[src/rtl/reg_readback_tx_pkg.sv]
// Shared definitions for the register readback transmitter.
// Holds state encoding, frame length derivation and SPI idle levels.
package reg_readback_tx_pkg;

    typedef enum logic [2:0] {
        S_IDLE   = 3'd0,
        S_SETUP  = 3'd1,
        S_SHIFT  = 3'd2,
        S_HOLD   = 3'd3,
        S_FINISH = 3'd4
    } state_t;

    // SPI mode-0 idle levels
    localparam logic SCK_IDLE = 1'b0;
    localparam logic CS_IDLE  = 1'b1;

    function automatic int frame_len(input int addr_w, input int data_w);
        return addr_w + data_w;
    endfunction

endpackage

[src/rtl/reg_readback_tx_serial_shift_reg.sv]
// Parallel-load, shift-left register with the MSB as serial output.
// Ports: clk, rst (sync, active high), load/din, shift, sout.
module serial_shift_reg #(
    parameter int Width = 11
) (
    input  logic             clk,
    input  logic             rst,
    input  logic             load,
    input  logic [Width-1:0] din,
    input  logic             shift,
    output logic             sout
);

    logic [Width-1:0] q;

    // Load wins over shift; zeros enter at the LSB.
    always_ff @(posedge clk) begin
        if (rst) begin
            q <= '0;
        end else if (load) begin
            q <= din;
        end else if (shift) begin
            q <= {q[Width-2:0], 1'b0};
        end
    end

    assign sout = q[Width-1];

endmodule

[src/rtl/reg_readback_tx.sv]
// Serial readback transmitter: snapshots one register and sends
// {addr, data} MSB first over a self-generated SPI mode-0 link.
// Ports: CLK, RST (sync, active high), Start, Addr, RegData in;
//        CS_N, SCK, SDO, Busy, Done out.
module reg_readback_tx
    import reg_readback_tx_pkg::*;
#(
    parameter int BitWidth  = 8,
    parameter int NumRegs   = 8,
    parameter int AddrWidth = 3,
    parameter int ClkDiv    = 4
) (
    input  logic                          CLK,
    input  logic                          RST,
    input  logic                          Start,
    input  logic [AddrWidth-1:0]          Addr,
    input  logic [NumRegs*BitWidth-1:0]   RegData,
    output logic                          CS_N,
    output logic                          SCK,
    output logic                          SDO,
    output logic                          Busy,
    output logic                          Done
);

    localparam int FrameLen = frame_len(AddrWidth, BitWidth);
    localparam int DivW     = $clog2(ClkDiv) + 1;
    localparam int BitW     = $clog2(FrameLen) + 1;

    localparam logic [DivW-1:0] DivMax = DivW'(ClkDiv - 1);
    localparam logic [DivW-1:0] DivOne = DivW'(1);
    localparam logic [BitW-1:0] BitMax = BitW'(FrameLen - 1);
    localparam logic [BitW-1:0] BitOne = BitW'(1);

    state_t              state_q, state_d;
    logic [DivW-1:0]     div_q, div_d;
    logic [BitW-1:0]     bit_q, bit_d;
    logic                sck_q, sck_d;
    logic                load;
    logic                shift_en;
    logic                div_last;
    logic                sout;
    logic [BitWidth-1:0] sel_data;
    logic [FrameLen-1:0] frame;

    // Out-of-range addresses leave the data field at zero.
    always_comb begin
        sel_data = '0;
        for (int i = 0; i < NumRegs; i++) begin
            if (int'(Addr) == i) begin
                sel_data = RegData[i*BitWidth +: BitWidth];
            end
        end
    end

    assign frame    = {Addr, sel_data};
    assign div_last = (div_q == DivMax);

    serial_shift_reg #(
        .Width (FrameLen)
    ) u_shift (
        .clk   (CLK),
        .rst   (RST),
        .load  (load),
        .din   (frame),
        .shift (shift_en),
        .sout  (sout)
    );

    always_ff @(posedge CLK) begin
        if (RST) begin
            state_q <= S_IDLE;
            div_q   <= '0;
            bit_q   <= '0;
            sck_q   <= SCK_IDLE;
        end else begin
            state_q <= state_d;
            div_q   <= div_d;
            bit_q   <= bit_d;
            sck_q   <= sck_d;
        end
    end

    always_comb begin
        state_d  = state_q;
        div_d    = div_q;
        bit_d    = bit_q;
        sck_d    = sck_q;
        load     = 1'b0;
        shift_en = 1'b0;
        unique case (state_q)
            S_IDLE: begin
                if (Start) begin
                    load    = 1'b1;
                    div_d   = '0;
                    bit_d   = '0;
                    state_d = S_SETUP;
                end
            end
            S_SETUP: begin
                if (div_last) begin
                    div_d   = '0;
                    sck_d   = SCK_IDLE;
                    state_d = S_SHIFT;
                end else begin
                    div_d = div_q + DivOne;
                end
            end
            S_SHIFT: begin
                if (div_last) begin
                    div_d = '0;
                    if (sck_q == SCK_IDLE) begin
                        sck_d = ~SCK_IDLE;
                    end else begin
                        // Falling edge: present the next bit.
                        sck_d    = SCK_IDLE;
                        shift_en = 1'b1;
                        if (bit_q == BitMax) begin
                            state_d = S_HOLD;
                        end else begin
                            bit_d = bit_q + BitOne;
                        end
                    end
                end else begin
                    div_d = div_q + DivOne;
                end
            end
            S_HOLD: begin
                if (div_last) begin
                    div_d   = '0;
                    state_d = S_FINISH;
                end else begin
                    div_d = div_q + DivOne;
                end
            end
            S_FINISH: begin
                div_d   = '0;
                bit_d   = '0;
                sck_d   = SCK_IDLE;
                state_d = S_IDLE;
            end
            default: begin
                state_d = S_IDLE;
            end
        endcase
    end

    always_comb begin
        CS_N = CS_IDLE;
        SCK  = SCK_IDLE;
        SDO  = 1'b0;
        Busy = 1'b0;
        Done = 1'b0;
        unique case (state_q)
            S_SETUP, S_HOLD: begin
                CS_N = ~CS_IDLE;
                SDO  = sout;
                Busy = 1'b1;
            end
            S_SHIFT: begin
                CS_N = ~CS_IDLE;
                SCK  = sck_q;
                SDO  = sout;
                Busy = 1'b1;
            end
            S_FINISH: begin
                Done = 1'b1;
            end
            default: begin
                CS_N = CS_IDLE;
            end
        endcase
    end

endmodule

[config.mk]
export PLATFORM = sky130hd
export DESIGN_NAME = reg_readback_tx
export DESIGN_NICKNAME = d
export VERILOG_FILES = /design/src/rtl/reg_readback_tx_pkg.sv /design/src/rtl/reg_readback_tx_serial_shift_reg.sv /design/src/rtl/reg_readback_tx.sv
export SDC_FILE = /design/constraint.sdc
export NUM_CORES = 1
export LEC_CHECK = 0
export ABC_AREA = 1
export CORE_ASPECT_RATIO = 0.8
export CORE_UTILIZATION = 30
export CTS_CLUSTER_DIAMETER = 150
export CTS_CLUSTER_SIZE = 28
export DETAILED_ROUTE_END_ITERATION = 12
export GPL_TIMING_DRIVEN = 0
export PLACE_DENSITY_LB_ADDON = 0.1
export SLEW_MARGIN = 10
export SYNTH_ARGS = -nofsm -noshare
export SYNTH_HDL_FRONTEND = slang
export SYNTH_SLANG_ARGS = --single-unit
export TNS_END_PERCENT = 1
[constraint.sdc]
create_clock -name CLK -period 1.3 [get_ports CLK]
set_clock_uncertainty 0.1 [all_clocks]
set_input_delay 0.26 -clock CLK [delete_from_list [all_inputs] [get_ports CLK]]
set_output_delay 0.26 -clock CLK [all_outputs]
set_load 0.05 [all_outputs]
==> summary.txt, run 1 <==
Synth
  – Largest family of logic cells by synthesized area: simple AND/OR/NAND/NOR gates
  – Synth Cell Area: around 1800 um^2
  – Synth Area in XOR/XNOR: 1.50%
  – Yosys warns: 0
  – Syn nets: about 360
  – Post-Syn Instances: 283
  – Mux cell area share after synthesis: 0%
  – Seq cells post-synth: 23
  – Seq/Total Area, Yosys: about a quarter
  – Netlist cell types: 24
  – Mean Syn Cell Area: around 6.2 um^2
  – Compound-cell area share of the yosys netlist: 18.0%
  – Synth Area in Adders: between 2 and 2.5%
  – Simple-gate share of the synthesized area: 38.9%

Floorplan
  – Die height: 70.4 um
  – Horiz. Die Dim: 87.5 um
  – Die area: between 6000 and 7000 um^2
  – Initial Utilization: between 30% and 40%
  – Row cnt: 24
  – Io pins: 75
  – Core area: around 5600 um^2

STA
  – Final setup vio count: 25
  – Hold Slack: roughly 0.29 ns
  – RSZ-0062 raised after global routing: yes
  – Max Slew Vio Count: 0
  – Relative slew slack: a little over two thirds
  – Final TNS setup: -4.70 ns
  – Post-layout min period: between 1.5 and 2 ns
  – Setup ws final: -0.233 ns
  – Hold Violations, Final: 0
  – Slew @ Worst Pin: ~0.44 ns
  – Final Cycle Share: 118%
  – Fmax: about 650 MHz

GRT
  – GRT overflow: 0
  – Vias in the first global route: approximately 2.1k
  – Initial antenna violation count: 0
  – Total track usage: between 20% and 30%
  – Largest net degree at the start of global routing: 13
  – First-pass GRT wire length: 10,100 um

Power
  – Pwr Total: approximately 3.6 mW
  – PwrDens: ~1200 nW/um^2
  – Logic pwr share: approximately 58%
  – Worst VDD drop: 0.000490 V
  – Switching share of power: approximately 44%
  – Clock network fraction of total power: approximately an eighth
  – Static Leakage: around 1.3 nW
  – Flop pwr share: between 20% and 30%
  – Switch Pwr: 1.60 mW
  – Cell-internal power: slightly above 2 mW

Cells and area
  – Post-layout util: 55.0%
  – Share of layout cells above drive strength 1: about a quarter
  – N_diodes: 0
  – Layout Nets: roughly 460
  – Fill cells: 541
  – Layout area overhead: 74.3%

Worst hold path
  – Hold Path End: u_shift.q[0]$_SDFFE_PP0P_
  – Hold Crit Start: RST
  – Worst min-delay path category: in -> reg
  – Hold path depth: 2

Status
  – Failing checks: negative setup slack
  – Outcome: finished, violations left

Worst setup path
  – Crit. End Element: primary output
  – Critical path required time: between 0.9 and 1 ns
  – Crit path kind: reg -> out
  – CP Launch Type: flip-flop
  – FF-to-FF Start: div_q[0]$_SDFFE_PP0P_
  – FF-to-FF path depth: 9
  – Highest net fanout along the worst path: 5
  – CP arrival: 1.17 ns
  – Worst R2R End: u_shift.q[1]$_SDFFE_PP0P_
  – Reg2Reg Setup Slack: -0.23 ns

Placement
  – GP Congestion: 0.810
  – Port-buffer cells: 73
  – Setup WS pre-CTS: -0.806 ns
  – Final HPWL DP: approximately 4400 um

Job
  – Max_cap viols: 0

Routing
  – Antenna-violating nets left: 0
  – Drt via density: 4.83
  – Initial DRC Count: roughly 130
  – DR pass1 iterations: 4
  – Wirelength per Cell: approximately 13 um
  – Vias: about 2.2k
  – DRC violations left: 0
  – DRT Wirelength: around 6000 um

Clock network
  – Total CTS buffers: 3
  – Worst-Skew Late Latency: between 0.2 and 0.3 ns
  – Clock buffer depth: 2
  – CTS clock-pin slew for the worst setup and hold paths: roughly 0.08 ns
  – # hold bufs at CTS: 0
  – H-tree Lvls: 1
  – Clk root buf: clkbuf_8
  – Clock Sink Count: 23
  – CTS tree: done
[worst max path at each step]
stage / startpoint / endpoint / slack [ns]
2_1_floorplan: state_q[1]$_SDFFE_PP0P_ / SDO / -0.55
3_3_place_gp: Addr[0] / u_shift.q[4]$_SDFFE_PP0P_ / -0.79
3_5_place_dp: Addr[0] / u_shift.q[7]$_SDFFE_PP0P_ / -0.81
4_1_cts: div_q[1]$_SDFFE_PP0P_ / u_shift.q[7]$_SDFFE_PP0P_ / -0.22
5_1_grt: div_q[0]$_SDFFE_PP0P_ / u_shift.q[4]$_SDFFE_PP0P_ / -0.34
6_report: state_q[1]$_SDFFE_PP0P_ / Done / -0.23
[registers in the layout (all words and copies together) (netlist names)]
register and flops:
u_shift.q 11, bit_q 5, div_q 3, state_q 3
sck_q 1
[layout make-up]
class                      count  area (um^2)  area share (%)
timing repair inverter         1         7.51           0.246
timing repair buffer          96          947            31.0
buffer                        13          128            4.18
sequential                    23          475            15.6
tap                           78         97.6            3.19
multi-input combinational    210         1210            39.5
clock buffer                   4         45.0            1.47
inverter                      37          149            4.87
[cells in the final DEF (no fill, tap or decap), types with 5 or more instances in the layout]
master / instances
a21oi_1: 32
nor3_4: 5
inv_1: 27
inv_2: 6
buf_4: 17
o21ai_0: 10
a21oi_2: 7
buf_6: 13
nor2_4: 7
o21ai_1: 10
dfxtp_1: 17
nand2_1: 42
clkdlybuf4s50_1: 65
nand4_1: 25
nor2_1: 30
nand3_1: 22
[critical path, stage by stage (launching register included)]
cell and delay (ns):
dfxtp_4 0.37, nor2_4 0.19, inv_2 0.08, nor2_4 0.10, buf_6 0.16
[through the flow]
stage          cells  area [um^2]
2_1_floorplan    283         1770
3_3_place_gp     434         2600
5_1_grt          462         3060
3_5_place_dp     434         2600
6_report         462         3060
4_1_cts          462         3030
[power by group through the flow]
stage | clock network (mW) | registers (mW) | logic [mW]
floorplan | 0 | 0.978 | 1.10
global placement | 0 | 1.00 | 1.59
detailed placement | 0 | 1.01 | 1.60
CTS | 0.460 | 1.03 | 1.99
global route | 0.487 | 1.07 | 2.34
finish | 0.462 | 1.05 | 2.12
[timing repair]
item,in CTS,in global routing
setup endpoints to repair,28,28
cloned,3,0
resized for setup,103,17
pin swaps,26,7
setup buffers,21,0
[cells in the mapped netlist, drive strengths merged]
library cell	number	share of area, %
xor2	3	1.5
nand3b	1	0.43
dfxtp	23	26
nor3	5	3.6
nand4	25	8.9
ha	3	2.1
buf	10	4.6
nand2	47	10
a21oi	39	11
a211oi	1	0.43
nor2	39	8.3
o21ai	22	6.5
clkbuf	3	0.64
nand3	24	6.8
nor4	1	0.36
inv	37	7.9
[logic make-up (layout without fill, tap and decap cells)]
kind of cell             Yosys count  count (layout)
XOR/XNOR                           3               3
AO/OA/AOI/OAI                     62              62
buffers and inverters             50             151
AND/OR/NAND/NOR                  142             142
adder cells (fa/ha/maj)            3               3
flip-flops                        23              23
[metal layers]
| metal | vias up | global-route usage, % | wire, um |
|---|---|---|---|
| met3 | 8 | 3.78 | 337 |
| met4 | 0 | 2.91 | 63 |
| met1 | 981 | 29.9 | 3050 |
| met5 | - | 0 | 0 |
| met2 | 77 | 33.9 | 2670 |
| li1 | 1164 | - | - |
No activity file was read; power rests on OpenSTA's default activity.
==> inputs of run 2 (changes only) <==
--- a/config.mk
+++ b/config.mk
@@ -6,6 +6,8 @@
 export NUM_CORES = 1
 export LEC_CHECK = 0
 export ABC_AREA = 1
+export CELL_PAD_IN_SITES_DETAIL_PLACEMENT = 1
+export CELL_PAD_IN_SITES_GLOBAL_PLACEMENT = 1
 export CORE_ASPECT_RATIO = 0.8
 export CORE_UTILIZATION = 30
 export CTS_CLUSTER_DIAMETER = 150
==> constraint.sdc (replaced) <==
create_clock -name CLK -period 1.94 [get_ports CLK]
set_clock_uncertainty 0.1 [all_clocks]
set_input_delay 0.388 -clock CLK [delete_from_list [all_inputs] [get_ports CLK]]
set_output_delay 0.388 -clock CLK [all_outputs]
set_load 0.05 [all_outputs]
==> run 2 against run 1 <==
The flow now finishes without violations. First-iteration DRC count shrank 52%. Critical path depth stayed put. Design area fell by 13%. Worst hold slack better by 0.091 ns. Die area unchanged. Clock power down 35%. Combinational power decreased by 49%. Flip-flop and latch count unchanged. Highest routed layer unchanged. Non-clock buffer count fell by 23. Via count decreased by 2.2%. Worst setup slack better by 0.33 ns. Critical path type unchanged. Register-to-register slack better by 0.42 ns.
==> summary.txt, run 2 (synthesis results as in run 1) <==
Status
  – Outcome: finished, final reports clean

Power
  – Static Leakage: approximately 1.1 nW
  – Pwr Total: between 2 and 2.5 mW
  – Worst VDD drop: 0.000402 V
  – PwrDens: 778 nW/um^2

Routing
  – Initial DRC Count: 64
  – Vias: 2,182
  – Drt via density: 4.98
  – DR pass1 iterations: 5
  – DRC violations left: 0
  – Wirelength per Cell: roughly 14 um
  – Antenna-violating nets left: 0
  – DRT Wirelength: 6240 um

STA
  – Relative slew slack: between 60% and 70%
  – Hold Violations, Final: 0
  – Final Cycle Share: 95.2%
  – Hold Slack: between 0.3 and 0.4 ns
  – Post-layout min period: about 1.8 ns
  – Final setup vio count: 0
  – Max Slew Vio Count: 0
  – Slew @ Worst Pin: 0.458 ns
  – Fmax: between 500 and 600 MHz
  – RSZ-0062 raised after global routing: yes

Floorplan
  – Die height: between 70 and 80 um
  – Row cnt: 24
  – Initial Utilization: between 30% and 40%
  – Die area: ~6200 um^2
  – Core area: around 5600 um^2
  – Horiz. Die Dim: 87.5 um
  – Io pins: 75

Worst setup path
  – Cell family with most CP delay: simple AND/OR/NAND/NOR gates
  – Slowest cell on crit path: dfxtp_1
  – Highest net fanout along the worst path: 6
  – Worst-path cell chain: nor2_1 > nand2_2 > nor2_1 > buf_2
  – Critical path depth in cells: 4
  – Critical Path Start: state_q[2]$_SDFFE_PP0P_
  – Crit path buf inv count: 1
  – FF-to-FF path depth: 9
  – Crit. End Element: primary output
  – CP arrival: approximately 1.4 ns
  – Cell repeated most along the worst path: nor2_1
  – FF-to-FF Start: div_q[0]$_SDFFE_PP0P_
  – Critical path required time: between 1 and 1.5 ns
  – CP Launch Type: flip-flop
  – Worst path max stage delay: ~0.37 ns
  – Crit path kind: reg -> out

Cells and area
  – Most frequent cells in the layout: clkdlybuf4s50_1, nand2_1, a21oi_1, nor2_1, inv_1
  – Largest regs: u_shift.q (11), bit_q (5)
  – Multi-input logic area: between 1000 and 1500 um^2
  – Layout area overhead: 51.4%
  – Final Instance Count excl. Fillers: 438
  – Register area: ~460 um^2
  – N_diodes: 0
  – Fill cells: between 700 and 800
  – Most common cell after layout, fill and taps aside: clkdlybuf4s50_1
  – Final Cell Area: around 2700 um^2
  – Layout Nets: around 430
  – Share of layout cells above drive strength 1: 10.8%
  – Max FFs per register: 11
  – Most flops, register: u_shift.q

GRT
  – First-pass GRT wire length: roughly 10,000 um
  – GRT overflow: 0
  – Largest net degree at the start of global routing: 13
  – Initial antenna violation count: 0
  – Total track usage: between 20% and 30%
  – Vias in the first global route: roughly 2.2k

Clock network
  – Total CTS buffers: 3
  – CTS clock-pin slew for the worst setup and hold paths: 0.08 ns
  – Clock buffer depth: 2
  – Postcts setup bufs: 0
  – Worst-Skew Late Latency: 0.26 ns
  – Clock Sink Count: 23
  – CTS tree: done
  – Clk root buf: clkbuf_8
  – H-tree Lvls: 1

Worst hold path
  – Worst min-delay path category: reg -> reg
  – Hold path depth: 2
  – Hold Crit Start: div_q[1]$_SDFFE_PP0P_

Placement
  – GP Congestion: between 0.8 and 0.9
  – Port-buffer cells: 73
  – Placed Instances: roughly 430
  – Dpl cell area: about 2600 um^2
  – Final HPWL DP: between 5000 and 6000 um

Job
  – Max_cap viols: 0
[run 2: layer usage]
metal	up-vias	wire [um]	track usage [%]
met5	-	0	0
met4	0	34	2.91
met3	2	220	3.43
met2	44	2880	35.1
met1	1024	3100	30.0
li1	1112	-	-
[run 2: timing repair]
| action | 4_1_cts | 5_1_grt |
|---|---|---|
| gates resized for setup | 22 | 15 |
| cloned | 0 | 0 |
| setup endpoints to repair | 13 | 14 |
| hold buffers | 0 | 0 |
| pin swaps | 0 | 2 |
| endpoints found under the hold margin | 0 | 0 |
[run 2: worst reg2reg max path, delay by kind of cell (launching register included)]
kind | cells | cell delay (ns)
buf+inv | 3 | 0.36
flops | 1 | 0.37
compound gates | 2 | 0.24
fa+ha+maj | 1 | 0.17
simple gates | 3 | 0.41
[run 2: area by class of cell]
type | count | share of cell area, %
Tap cell | 78 | 3.68
Timing Repair Buffer | 73 | 26.8
Inverter | 37 | 5.23
Sequential cell | 23 | 17.4
Clock buffer | 4 | 1.70
Buffer | 13 | 3.63
Multi-Input combinational cell | 210 | 41.6
[run 2: final timing paths]
path                                             endpoint  slack, ns
worst max register to register  u_shift.q[7]$_SDFFE_PP0P_       0.19
worst min register to register      div_q[1]$_SDFFE_PP0P_       0.38
worst min-delay path                div_q[1]$_SDFFE_PP0P_       0.38
worst max-delay path                                  SCK       0.09
[run 2: report_power, final]
part	switching [mW]	internal [mW]	total (mW)
Sequential	0.0829	0.593	0.676
Combinational	0.687	0.403	1.09
Clock	0.153	0.147	0.300
[run 2: stage by stage]
stage	worst slack [ns]	util (%)	setup TNS, ns
6_report	0.0939	47.8	0
5_1_grt	-0.0193	47.8	-0.0193
4_1_cts	-0.00278	47.6	-0.00278
3_5_place_dp	-0.317	46.8	-3.35
3_3_place_gp	-0.285	46.8	-2.94
2_1_floorplan	-0.0404	-	-0.0404
